<file path="src/rtl/led_display_scheduler.sv">
// Display source arbiter for the 8-digit seven-segment panel: picks display_op from CPU override,
// auto rotation or switches, and serves raw hex or BCD via one shared iterative double-dabble engine.
module led_display_scheduler #(
  parameter int TICK_DIV    = 100_000,
  parameter int DWELL_TICKS = 2000,
  parameter int HOLD_TICKS  = 3000
) (
  input  logic        clk,
  input  logic        rst_n,
  input  logic        led_cpu_enable,
  input  logic [31:0] led_data_in,
  input  logic        auto_mode,
  input  logic [2:0]  sw_op,
  input  logic [31:0] total_cycles,
  input  logic [31:0] uncondi_branch_num,
  input  logic [31:0] condi_branch_num,
  input  logic [31:0] bubble_num,
  input  logic [31:0] ram_display_data_out,
  output logic [2:0]  display_op,
  output logic [31:0] disp_data,
  output logic        disp_valid,
  output logic        bcd_busy,
  output logic        cpu_hold
);

  typedef enum logic [1:0] {S_IDLE, S_LOAD, S_SHIFT, S_DONE} state_t;

  state_t      state_q, state_d;
  logic [31:0] presc_q, dwell_q, hold_cnt_q, cpu_val_q;
  logic        en_q, auto_q, tick, cpu_edge, op_chg;
  logic [2:0]  rot_q, sel;
  logic [31:0] raw_src, bin_src, snap_q, bcd_q, bcd_adj;
  logic [4:0]  cnt_q;
  logic        ovf_q;

  assign tick     = (presc_q == 32'(TICK_DIV - 1));
  assign cpu_edge = led_cpu_enable & ~en_q;

  always_ff @(posedge clk or negedge rst_n) begin
    if (!rst_n) begin
      presc_q    <= '0;
      en_q       <= 1'b0;
      auto_q     <= 1'b0;
      cpu_hold   <= 1'b0;
      hold_cnt_q <= '0;
      cpu_val_q  <= '0;
      rot_q      <= 3'b001;
      dwell_q    <= '0;
    end else begin
      presc_q <= tick ? '0 : presc_q + 32'd1;
      en_q    <= led_cpu_enable;
      auto_q  <= auto_mode;
      // A fresh CPU strobe beats a hold expiring on the same tick.
      if (cpu_edge) begin
        cpu_hold   <= 1'b1;
        hold_cnt_q <= '0;
        cpu_val_q  <= led_data_in;
      end else if (cpu_hold && tick) begin
        if (hold_cnt_q == 32'(HOLD_TICKS - 1)) begin
          cpu_hold   <= 1'b0;
          hold_cnt_q <= '0;
        end else begin
          hold_cnt_q <= hold_cnt_q + 32'd1;
        end
      end
      if (auto_mode && !auto_q) begin
        rot_q   <= 3'b001;
        dwell_q <= '0;
      end else if (auto_mode && !cpu_hold && tick) begin
        if (dwell_q == 32'(DWELL_TICKS - 1)) begin
          dwell_q <= '0;
          case (rot_q)
            3'b001:  rot_q <= 3'b011;
            3'b011:  rot_q <= 3'b111;
            3'b111:  rot_q <= 3'b101;
            3'b101:  rot_q <= 3'b010;
            default: rot_q <= 3'b001;
          endcase
        end else begin
          dwell_q <= dwell_q + 32'd1;
        end
      end
    end
  end

  always_comb begin
    sel = sw_op;
    if (cpu_hold)       sel = 3'b000;
    else if (auto_mode) sel = rot_q;
  end

  assign op_chg = (sel != display_op);

  always_comb begin
    raw_src = '0;
    bin_src = '0;
    case (display_op)
      3'b000:  raw_src = cpu_val_q;
      3'b010:  raw_src = ram_display_data_out;
      3'b001:  bin_src = total_cycles;
      3'b011:  bin_src = uncondi_branch_num;
      3'b111:  bin_src = condi_branch_num;
      3'b101:  bin_src = bubble_num;
      default: raw_src = '0;
    endcase
  end

  always_comb begin
    bcd_adj = bcd_q;
    for (int i = 0; i < 8; i++)
      if (bcd_q[4*i +: 4] >= 4'd5) bcd_adj[4*i +: 4] = bcd_q[4*i +: 4] + 4'd3;
  end

  // Every op with bit 0 set is a statistics counter needing BCD conversion.
  always_comb begin
    state_d = state_q;
    case (state_q)
      S_IDLE:  if (!op_chg && display_op[0]) state_d = S_LOAD;
      S_LOAD:  state_d = op_chg ? S_IDLE : S_SHIFT;
      S_SHIFT: if (op_chg) state_d = S_IDLE;
               else if (cnt_q == 5'd31) state_d = S_DONE;
      S_DONE:  state_d = S_IDLE;
      default: state_d = S_IDLE;
    endcase
  end

  always_ff @(posedge clk or negedge rst_n) begin
    if (!rst_n) state_q <= S_IDLE;
    else        state_q <= state_d;
  end

  assign bcd_busy = (state_q == S_LOAD) || (state_q == S_SHIFT);

  always_ff @(posedge clk or negedge rst_n) begin
    if (!rst_n) begin
      display_op <= 3'b000;
      disp_data  <= '0;
      disp_valid <= 1'b0;
      snap_q     <= '0;
      bcd_q      <= '0;
      cnt_q      <= '0;
      ovf_q      <= 1'b0;
    end else begin
      display_op <= sel;
      if (op_chg) begin
        disp_valid <= 1'b0;
      end else if (!display_op[0]) begin
        disp_data  <= raw_src;
        disp_valid <= 1'b1;
      end else begin
        case (state_q)
          S_LOAD: begin
            snap_q <= bin_src;
            bcd_q  <= '0;
            cnt_q  <= '0;
            ovf_q  <= (bin_src > 32'd99_999_999);
          end
          S_SHIFT: begin
            bcd_q  <= {bcd_adj[30:0], snap_q[31]};
            snap_q <= {snap_q[30:0], 1'b0};
            cnt_q  <= cnt_q + 5'd1;
          end
          S_DONE: begin
            disp_data  <= ovf_q ? 32'h9999_9999 : bcd_q;
            disp_valid <= 1'b1;
          end
          default: ;
        endcase
      end
    end
  end

endmodule

</file>
<file path="config.mk">
export PLATFORM = sky130hd
export DESIGN_NAME = led_display_scheduler
export DESIGN_NICKNAME = d
export VERILOG_FILES = /design/src/rtl/led_display_scheduler.sv
export SDC_FILE = /design/constraint.sdc
export NUM_CORES = 1
export LEC_CHECK = 0
export CORE_MARGIN = 2
export CORE_UTILIZATION = 35
export CTS_CLUSTER_SIZE = 30
export DETAILED_ROUTE_END_ITERATION = 7
export PLACE_DENSITY = 0.6
export SLEW_MARGIN = 20
export SYNTH_ARGS = -nofsm -noshare
export SYNTH_HDL_FRONTEND = slang
export SYNTH_SLANG_ARGS = --single-unit
export TNS_END_PERCENT = 30
</file>
<file path="constraint.sdc">
create_clock -name clk -period 2.33 [get_ports clk]
set_input_delay 0.3495 -clock clk [delete_from_list [all_inputs] [get_ports clk]]
set_output_delay 0.3495 -clock clk [all_outputs]
set_load 0.005 [all_outputs]
</file>
==> results of run 1 <==
routing by layer:
metal,GRT usage [%],vias up
met5,0,-
met1,26.5,5695
met4,4.20,0
met3,2.61,45
met2,32.7,204
li1,-,5739
registers in the layout (all words and copies together) (netlist names):
| name | cells |
|---|---|
| bcd_q | 32 |
| presc_q | 32 |
| ovf_q | 1 |
| cpu_val_q | 32 |
| auto_q | 1 |
| display_op | 3 |
| state_q | 2 |
| cnt_q | 5 |
| rot_q | 3 |
| hold_cnt_q | 32 |
| snap_q | 32 |
| disp_valid | 1 |
| cpu_hold | 1 |
| dwell_q | 32 |
| disp_data | 32 |
| en_q | 1 |
placed cells by master, fill, tap and decap left out, drive strengths merged, types with 10 or more instances in the layout:
cell / netlist / layout
o31ai: 31 / 31
dfrtp: 241 / 241
inv: 48 / 48
mux2i: 38 / 38
or4: 12 / 12
a31oi: 25 / 25
mux2: 19 / 19
a22oi: 44 / 44
clkbuf: 58 / 41
nor4: 14 / 14
nand2b: 20 / 20
xnor2: 32 / 32
nand2: 285 / 285
a22o: 10 / 10
o21ai: 194 / 194
ha: 26 / 26
nand3: 39 / 39
clkdlybuf4s50: 0 / 235
nor2: 88 / 88
buf: 23 / 118
and3: 21 / 22
nand4: 20 / 20
mux4: 30 / 30
xor2: 18 / 18
a21oi: 28 / 28
stage by stage:
stage / instances / area (sq um)
floorplan: 1436 / 13300
global placement: 2214 / 17000
detailed placement: 2214 / 17000
CTS: 2270 / 18200
global route: 2274 / 18400
finish: 2274 / 18400
area by class of cell:
cell class                 count  area, sq um  share of cell area [%]
antenna                        2         5.00                  0.0273
inverter                      48          180                   0.982
timing repair buffer         354         3480                    19.0
tap                          511          639                    3.48
clock inverter                10          130                   0.709
sequential                   242         6060                    33.0
clock buffer                  41          851                    4.64
multi-input combinational   1066         7010                    38.2
cells by family (layout without fill, tap and decap cells):
group	after synthesis	after routing	synth area share (%)
and+or+nand+nor	545	546	19.1
adders and majority gates	26	26	2.45
DFF	242	242	45.6
muxes	87	87	9.57
other	0	2	0
AOI/OAI and AO/OA	357	357	16.1
xor gates and xnor gates	50	50	3.30
buffers and inverters	129	453	3.87
power by group through the flow:
stage / registers, mW / clock network (mW) / logic [mW]
detailed placement: 4.56 / 0 / 1.40
global route: 4.51 / 4.98 / 1.54
global placement: 4.56 / 0 / 1.37
finish: 4.49 / 4.65 / 1.40
CTS: 4.49 / 4.78 / 1.41
floorplan: 4.54 / 0 / 0.550
timing repair:
item	CTS	global route
setup endpoints to repair	62	70
resized for setup	42	38
pin swaps	13	8
setup buffers	3	2
hold endpoints to repair	40	0
hold buffers	1	0
gates cloned	1	0
worst reg2reg max path, stage by stage, from the launching register on:
cell	delay (ns)
dfrtp_1	0.38
or4_4	0.55
nor4_4	0.32
and3_4	0.26
or4b_4	0.52
buf_12	0.18
o31ai_4	0.17
worst min path at each step:
stage,start,cells past startpoint,slack [ns],to
floorplan,rst_n,0,0.05,auto_q
global placement,rst_n,1,0.28,dwell_q[15]
detailed placement,rst_n,1,0.27,dwell_q[15]
CTS,rst_n,2,0.29,dwell_q[8]
global route,rst_n,2,0.30,dwell_q[15]
finish,rst_n,2,0.29,dwell_q[15]
==> impl_metrics.py, run 1 <==
metrics = {
    "routing": {
        "drt_wl_total_um": 38500,
        "first_pass_drt_iterations": 5,
        "vias": 11700,
        "highest-signal-layer": "met4",
        "routed-wl-met2_um": 18900,
        "dr.first_iter.drc_count": 732,
        "routed_length_on_met1_um": 17500,
        "met3RoutedLength_um": 1550,
        "drt.antenna.violating_nets": 0,
        "drc_errors": 0,
        "post_drt_via_cell_ratio": 5.14,
        "drt-wirelength-per-cell_um": 16.9,
    },
    "power_and_ir_drop": {
        "sw_frac_of_total_pct": 24.3,
        "power.static_leakage_nw": 7.68,
        "p_total_mw": 10.5,
        "power.combinational.fraction_pct": 13.3,
        "p_sw_mw": 2.56,
        "power_density_mw_per_mm2": 574,
        "worst_ir_drop_vdd_mv": 0.514,
        "cellInternalPower_mw": 7.98,
        "clock_power_share_pct": 44.1,
        "power.share.sequential_pct": 42.6,
    },
    "yosys": {
        "synth.top_cell.area_share_pct": 45.4,
        "yosys-top-cells-count": "nand2_1 (285), dfrtp_1 (241), o21ai_0 (187)",
        "synthDistinctLibCells": 60,
        "synth_enable_flop_cells": 0,
        "netlist.top_cell.by_area": "dfrtp_1",
        "ys.warnings.count": 0,
        "synthesis.instances": 1436,
        "number_of_nets_produced_by_synthesis": 1661,
        "seq_area_frac_synth_pct": 45.6,
        "synth_flop_cell": "dfrtp_1",
        "post_synth_instance_area_sq_mm": 0.0133,
        "ys_ff_latch": 242,
        "synth-async-reset-ratio_pct": 100,
        "synth.avg_cell_area_sq_um": 9.24,
        "post_synth_main_area_contributors": "dfrtp_1 (45%), nand2_1 (8.1%), o21ai_0 (7.1%)",
        "synth_most_common_cell": "nand2_1",
    },
    "timing": {
        "fmaxAchievable_ghz": 0.407,
        "rsz0062_at_grt": "yes",
        "setup_viol": 37,
        "final_period_minus_worst_setup_slack_ns": 2.45,
        "tightest_slew_ns": 0.658,
        "clock_skew_ns": 0.0146,
        "tns_ns": -2.19,
        "final_max_slew_viol_count": 0,
        "postLayoutSetupSlackWorst_ns": -0.125,
        "hold_viol_final": 0,
        "slew_headroom_pct": 56.0,
        "post_route_hold_slack_ns": 0.288,
        "timing.final.crit_share_pct": 105,
    },
    "critical_path": {
        "critPathCaptureType": "register",
        "critPathMaxStageDelay_ns": 0.55,
        "timing.rr.start": "presc_q[18]",
        "worst-path-stages": 6,
        "crit_path_cell_trace": "or4_4, nor4_4, and3_4, or4b_4, buf_12, o31ai_4",
        "timing.critical_path.to": "dwell_q[5]",
        "timing.critical_path.buf_inv": 1,
        "kind_of_cell_adding_the_most_delay_to_the_critical_path": "simple AND/OR/NAND/NOR gates",
        "critPathArrivalTime_ns": 2.91,
        "critical-path-slowest-cell": "or4_4",
        "worstPathRequired_ns": 2.79,
        "timing.setup.critical_path_class": "register to register",
        "largest_fanout_on_the_critical_path": 8,
        "r2r_path_end": "dwell_q[5]",
        "startpoint": "presc_q[18]",
        "worst_setup_path_start_kind": "register",
        "ff2ff_setup_slack_ns": -0.12,
        "rr_worst_depth": 6,
    },
    "layout": {
        "fillers": 3499,
        "drive_gt1_share_pct": 15.3,
        "final_core_utilization_pct": 49.0,
        "area_overhead_of_the_layout_relative_to_synthesis_pct": 38.3,
        "fin_nets": 1966,
    },
    "min_path": {
        "hold_class": "input pin to async pin",
    },
    "clock_tree": {
        "clock-root-buffer": "clkbuf_16",
        "cts.reportedPaths.clkPinSlew_ns": 0.06,
        "clkLatencyLatePin_ns": 0.55,
        "numClockSinks": 242,
        "ctsHtreeMaxLevel": 1,
        "clock_tree_from_tritoncts": "built",
        "cts_max_path_buffers": 3,
        "cts-buffers-inserted": 29,
    },
    "placed_design": {
        "dp_hpwl_um": 27800,
        "gp_congestion": 0.804,
        "io_buffer_count": 236,
        "dp_slack_ns": -0.284,
    },
    "die": {
        "dieHeight_um": 199,
        "design.core.area_sq_mm": 0.0375,
        "rows": 71,
        "die_area_sq_mm": 0.0395,
        "boundaryPins": 237,
        "start_util_pct": 35.4,
        "x_dimension_of_the_die_um": 199,
    },
    "grt": {
        "grt_antenna_before_repair": 2,
        "grt_usage_pct": 19.4,
        "grt_pass1_wl_um": 61500,
        "grt_start_max_net_pins": 61,
        "grt_remaining_overflow": 0,
        "number_of_global_route_vias_before_repair": 11600,
    },
    "outcome": {
        "violated_checks": "setup timing",
        "run_status": "finished with violations",
    },
    "flow_run": {
        "cap_viol_max_count": 0,
    },
}
Power figures use the tool's default switching activity.
==> run 2, diff against run 1 <==
--- a/config.mk
+++ b/config.mk
@@ -8,6 +8,6 @@
 export CORE_MARGIN = 2
-export CORE_UTILIZATION = 35
+export CORE_UTILIZATION = 46
 export CTS_CLUSTER_SIZE = 30
 export DETAILED_ROUTE_END_ITERATION = 7
-export PLACE_DENSITY = 0.6
+export PLACE_DENSITY = 0.75
 export SLEW_MARGIN = 20
--- a/constraint.sdc
+++ b/constraint.sdc
@@ -3,2 +3,2 @@
 set_output_delay 0.3495 -clock clk [all_outputs]
-set_load 0.005 [all_outputs]
+set_load 0.01 [all_outputs]
==> impl_metrics.py, run 2 (same netlist as run 1, synthesis figures left out) <==
metrics = {
    "layout": {
        "fin_nets": 1972,
        "area_overhead_of_the_layout_relative_to_synthesis_pct": 36.4,
        "mostFrequentLayoutCell": "nand2_1",
        "drive_gt1_share_pct": 15.5,
        "final_cell_mix": "nand2_1 (279), dfrtp_1 (238), clkdlybuf4s50_1 (234)",
    },
    "critical_path": {
        "critPathCaptureType": "register",
        "largest_fanout_on_the_critical_path": 8,
        "critPathArrivalTime_ns": 2.86,
        "timing.rr.start": "presc_q[21]",
        "rr_worst_depth": 6,
        "worst_setup_path_start_kind": "register",
        "timing.setup.critical_path_class": "register to register",
        "ff2ff_setup_slack_ns": -0.10,
        "worstPathRequired_ns": 2.76,
        "r2r_path_end": "dwell_q[14]",
    },
    "die": {
        "rows": 62,
        "dieHeight_um": 174,
        "die_area_sq_mm": 0.0302,
        "design.core.area_sq_mm": 0.0285,
        "start_util_pct": 46.5,
        "boundaryPins": 237,
        "x_dimension_of_the_die_um": 174,
    },
    "grt": {
        "grt_antenna_before_repair": 4,
        "grt_usage_pct": 23.9,
        "grt_start_max_net_pins": 72,
        "grt_pass1_wl_um": 59800,
        "grt_remaining_overflow": 0,
        "number_of_global_route_vias_before_repair": 11900,
    },
    "timing": {
        "final_max_slew_viol_count": 0,
        "post_route_hold_slack_ns": 0.305,
        "hold_viol_final": 0,
        "rsz0062_at_grt": "yes",
        "fmaxAchievable_ghz": 0.411,
        "tightest_slew_ns": 0.894,
        "slew_headroom_pct": 40.1,
        "clock_skew_ns": 0.0222,
        "postLayoutSetupSlackWorst_ns": -0.100,
        "setup_viol": 48,
        "final_period_minus_worst_setup_slack_ns": 2.43,
        "timing.final.crit_share_pct": 104,
    },
    "routing": {
        "drt_wl_total_um": 37100,
        "first_pass_drt_iterations": 5,
        "post_drt_via_cell_ratio": 5.59,
        "drc_errors": 0,
        "dr.first_iter.drc_count": 918,
        "drt.antenna.violating_nets": 0,
        "vias": 12000,
        "drt-wirelength-per-cell_um": 17.3,
    },
    "outcome": {
        "run_status": "finished with violations",
        "violated_checks": "setup timing",
    },
    "min_path": {
        "hold_class": "input pin to async pin",
    },
    "power_and_ir_drop": {
        "worst_ir_drop_vdd_mv": 0.553,
        "power.static_leakage_nw": 7.67,
        "p_total_mw": 9.99,
        "power_density_mw_per_mm2": 552,
    },
    "clock_tree": {
        "ctsHtreeMaxLevel": 1,
        "clock_tree_from_tritoncts": "built",
        "cts.reportedPaths.clkPinSlew_ns": 0.06,
        "clock-root-buffer": "clkbuf_16",
        "cts_max_path_buffers": 3,
        "cts-buffers-inserted": 27,
        "clkLatencyLatePin_ns": 0.54,
        "numClockSinks": 242,
    },
    "placed_design": {
        "io_buffer_count": 236,
        "dp_hpwl_um": 26600,
        "gp_congestion": 0.828,
    },
    "flow_run": {
        "cap_viol_max_count": 0,
    },
}
run 2: worst max-delay path, cell delays in order, from the launching register on:
cell and delay, ns:
dfrtp_1 0.37, or4_4 0.55, nor4_4 0.29, and3_4 0.25, or4b_4 0.52, buf_12 0.19
o31ai_4 0.17
run 2: repair_timing:
item	CTS	global route
setup endpoints to repair	59	86
endpoints found under the hold margin	45	0
pin swaps	6	13
cloned	1	0
hold buffers	1	0
gates resized for setup	61	47
setup buffers	4	5
run 2: layer usage:
layer	global-route usage (%)	wire length (um)
met4	7.39	924
met2	40.5	18500
met1	32.0	15900
met3	3.40	1820
met5	0	0
run 2: per-stage QoR:
stage                     setup WS (ns)  setup TNS (ns)  cell area (sq um)  utilization [%]  std cells
after CTS                        -0.113           -3.46              17900             62.6       2144
final                            -0.100           -2.90              18100             63.4       2152
after global routing             -0.189           -7.76              18100             63.4       2152
after floorplan                 -0.0449           -1.06              13300                -       1436
after detailed placement         -0.251          -20.37              16900             59.0       2092
after global placement           -0.225          -11.87              16900             59.0       2092
run 2: cell type report:
cell class	instances	area [sq um]
diodes	4	10.0
repair buffers	363	3510
multi-input cells	1065	7020
fillers	2322	10400
well taps	384	480
clock buffers	41	788
inverters	48	180
clock inverters	5	53.8
flip-flops and latches	242	6060
run 2: how the worst max path moves through the flow:
stage	cells past startpoint	from	slack [ns]	end
floorplan	7	hold_cnt_q[21]	-0.04	hold_cnt_q[15]
global placement	6	bubble_num[30]	-0.23	ovf_q
detailed placement	9	auto_mode	-0.25	disp_data[20]
CTS	6	presc_q[17]	-0.11	dwell_q[12]
global route	8	hold_cnt_q[29]	-0.19	hold_cnt_q[22]
finish	6	presc_q[21]	-0.10	dwell_q[14]
run 2: power by group:
group	switching (mW)	internal (mW)
sequential	0.117	4.38
clock	1.66	2.42
combinational	0.673	0.749
total	2.45	7.55
==> run 3, diff against run 2 <==
- CORE_UTILIZATION: 46 -> 25
- GPL_TIMING_DRIVEN: not set -> 1
- PLACE_DENSITY: 0.75 -> 0.46
- SLEW_MARGIN: 20 -> not set
==> impl_metrics.py, run 3 (same netlist as run 1, synthesis figures left out) <==
metrics = {
    "power_and_ir_drop": {
        "p_total_mw": 10.9,
        "power.static_leakage_nw": 7.85,
        "power_density_mw_per_mm2": 576,
        "worst_ir_drop_vdd_mv": 0.507,
    },
    "timing": {
        "final_max_slew_viol_count": 0,
        "timing.final.crit_share_pct": 106,
        "rsz0062_at_grt": "yes",
        "fmaxAchievable_ghz": 0.404,
        "clock_skew_ns": 0.0139,
        "setup_viol": 55,
        "final_period_minus_worst_setup_slack_ns": 2.47,
        "tightest_slew_ns": 1.17,
        "hold_viol_final": 0,
        "slew_headroom_pct": 21.6,
        "postLayoutSetupSlackWorst_ns": -0.145,
    },
    "outcome": {
        "run_status": "finished with violations",
        "violated_checks": "setup timing",
    },
    "placed_design": {
        "io_buffer_count": 236,
        "dp_slack_ns": -0.247,
        "gp_congestion": 0.792,
        "dp_hpwl_um": 29700,
    },
    "critical_path": {
        "worst_setup_path_start_kind": "register",
        "largest_fanout_on_the_critical_path": 5,
        "timing.setup.critical_path_class": "register to register",
        "critPathCaptureType": "register",
        "critPathArrivalTime_ns": 2.95,
        "worstPathRequired_ns": 2.80,
        "ff2ff_setup_slack_ns": -0.14,
    },
    "routing": {
        "post_drt_via_cell_ratio": 4.71,
        "drt.antenna.violating_nets": 0,
        "drt-wirelength-per-cell_um": 16.6,
        "drt_wl_total_um": 41100,
        "vias": 11700,
        "dr.first_iter.drc_count": 668,
        "drc_errors": 0,
        "first_pass_drt_iterations": 5,
    },
    "clock_tree": {
        "clock-root-buffer": "clkbuf_16",
        "numClockSinks": 242,
        "cts_max_path_buffers": 3,
        "cts-buffers-inserted": 30,
        "cts.reportedPaths.clkPinSlew_ns": 0.06,
        "ctsHtreeMaxLevel": 1,
        "clock_tree_from_tritoncts": "built",
        "clkLatencyLatePin_ns": 0.57,
    },
    "layout": {
        "drive_gt1_share_pct": 16.9,
        "fillers": 5322,
        "fin_nets": 1994,
        "multi_input_comb_area_sq_mm": 0.00700,
        "mostFrequentLayoutCell": "nand2_1",
        "area_overhead_of_the_layout_relative_to_synthesis_pct": 42.0,
        "final_cell_mix": "nand2_1 (282), dfrtp_1 (238), clkdlybuf4s50_1 (234)",
        "antennaDiodeCount": 0,
        "regArea_sq_mm": 0.00606,
    },
    "die": {
        "design.core.area_sq_mm": 0.0526,
        "start_util_pct": 25.3,
        "rows": 84,
        "dieHeight_um": 234,
        "die_area_sq_mm": 0.0550,
        "x_dimension_of_the_die_um": 234,
        "boundaryPins": 237,
    },
    "grt": {
        "grt_usage_pct": 14.6,
        "grt_start_max_net_pins": 60,
        "grt_remaining_overflow": 0,
        "grt_antenna_before_repair": 0,
        "grt_pass1_wl_um": 64000,
        "number_of_global_route_vias_before_repair": 11500,
    },
    "min_path": {
        "hold_class": "input pin to async pin",
    },
    "flow_run": {
        "cap_viol_max_count": 0,
    },
}
run 3: path summary, 6_finish.rpt:
kind                                      end  cells past startpoint             from
worst max-delay path              dwell_q[12]                      6      presc_q[18]
worst min-delay path              dwell_q[15]                      2            rst_n
worst max register to register    dwell_q[12]                      6      presc_q[18]
worst min register to register     presc_q[0]                      1       presc_q[0]
max in group asynchronous       disp_data[21]                      3            rst_n
min in group clk                cpu_val_q[17]                      3  led_data_in[17]
run 3: worst max-delay path, cell delays in order, from the launching register on:
cell and delay [ns]:
dfrtp_1 0.37, or4_4 0.54, nor4_4 0.32, and3_4 0.27
or4b_4 0.53, clkbuf_16 0.19, o31ai_2 0.16
run 3: final cells by class:
cell class / count / area share (%)
clock buffers: 47 / 4.96
clock inverters: 8 / 0.624
inverters: 48 / 0.956
multi-input cells: 1065 / 37.1
flip-flops and latches: 242 / 32.2
well taps: 688 / 4.57
repair buffers: 382 / 19.6
run 3: layer usage:
| layer | wire length, um | part of all wire, % | up-vias | GRT usage, % |
|---|---|---|---|---|
| met5 | 0 | 0 | - | 0 |
| li1 | - | - | 5793 | - |
| met1 | 19600 | 48 | 5677 | 20.4 |
| met3 | 1470 | 3.6 | 40 | 1.97 |
| met2 | 19300 | 47 | 168 | 24.2 |
| met4 | 769 | 1.9 | 0 | 2.99 |
run 3: stage by stage:
stage          setup TNS [ns]  util (%)  std cells  hold slack [ns]  cell area (sq um)
6_report                -4.22      35.9       2480            0.283              18900
5_1_grt                -10.42      35.9       2480            0.291              18900
4_1_cts                 -5.01      35.4       2473            0.281              18600
3_5_place_dp           -18.45      33.2       2417            0.298              17400
3_3_place_gp           -16.67      33.2       2417            0.300              17400
2_1_floorplan           -1.06         -       1436           0.0539              13300
run 3: what timing repair did:
action	4_1_cts	5_1_grt
endpoints found under the setup margin	64	74
hold buffers	1	0
gates resized for setup	52	40
pin swaps	8	7
buffers inserted	0	5
gates cloned	0	2
endpoints found under the hold margin	41	0
run 3: where the power goes:
part / internal [mW] / switching [mW] / leakage [nW]
clock: 3.06 / 1.86 / 0.519
sequential: 4.38 / 0.118 / 3.24
combinational: 0.748 / 0.689 / 4.10
total: 8.19 / 2.67 / 7.85
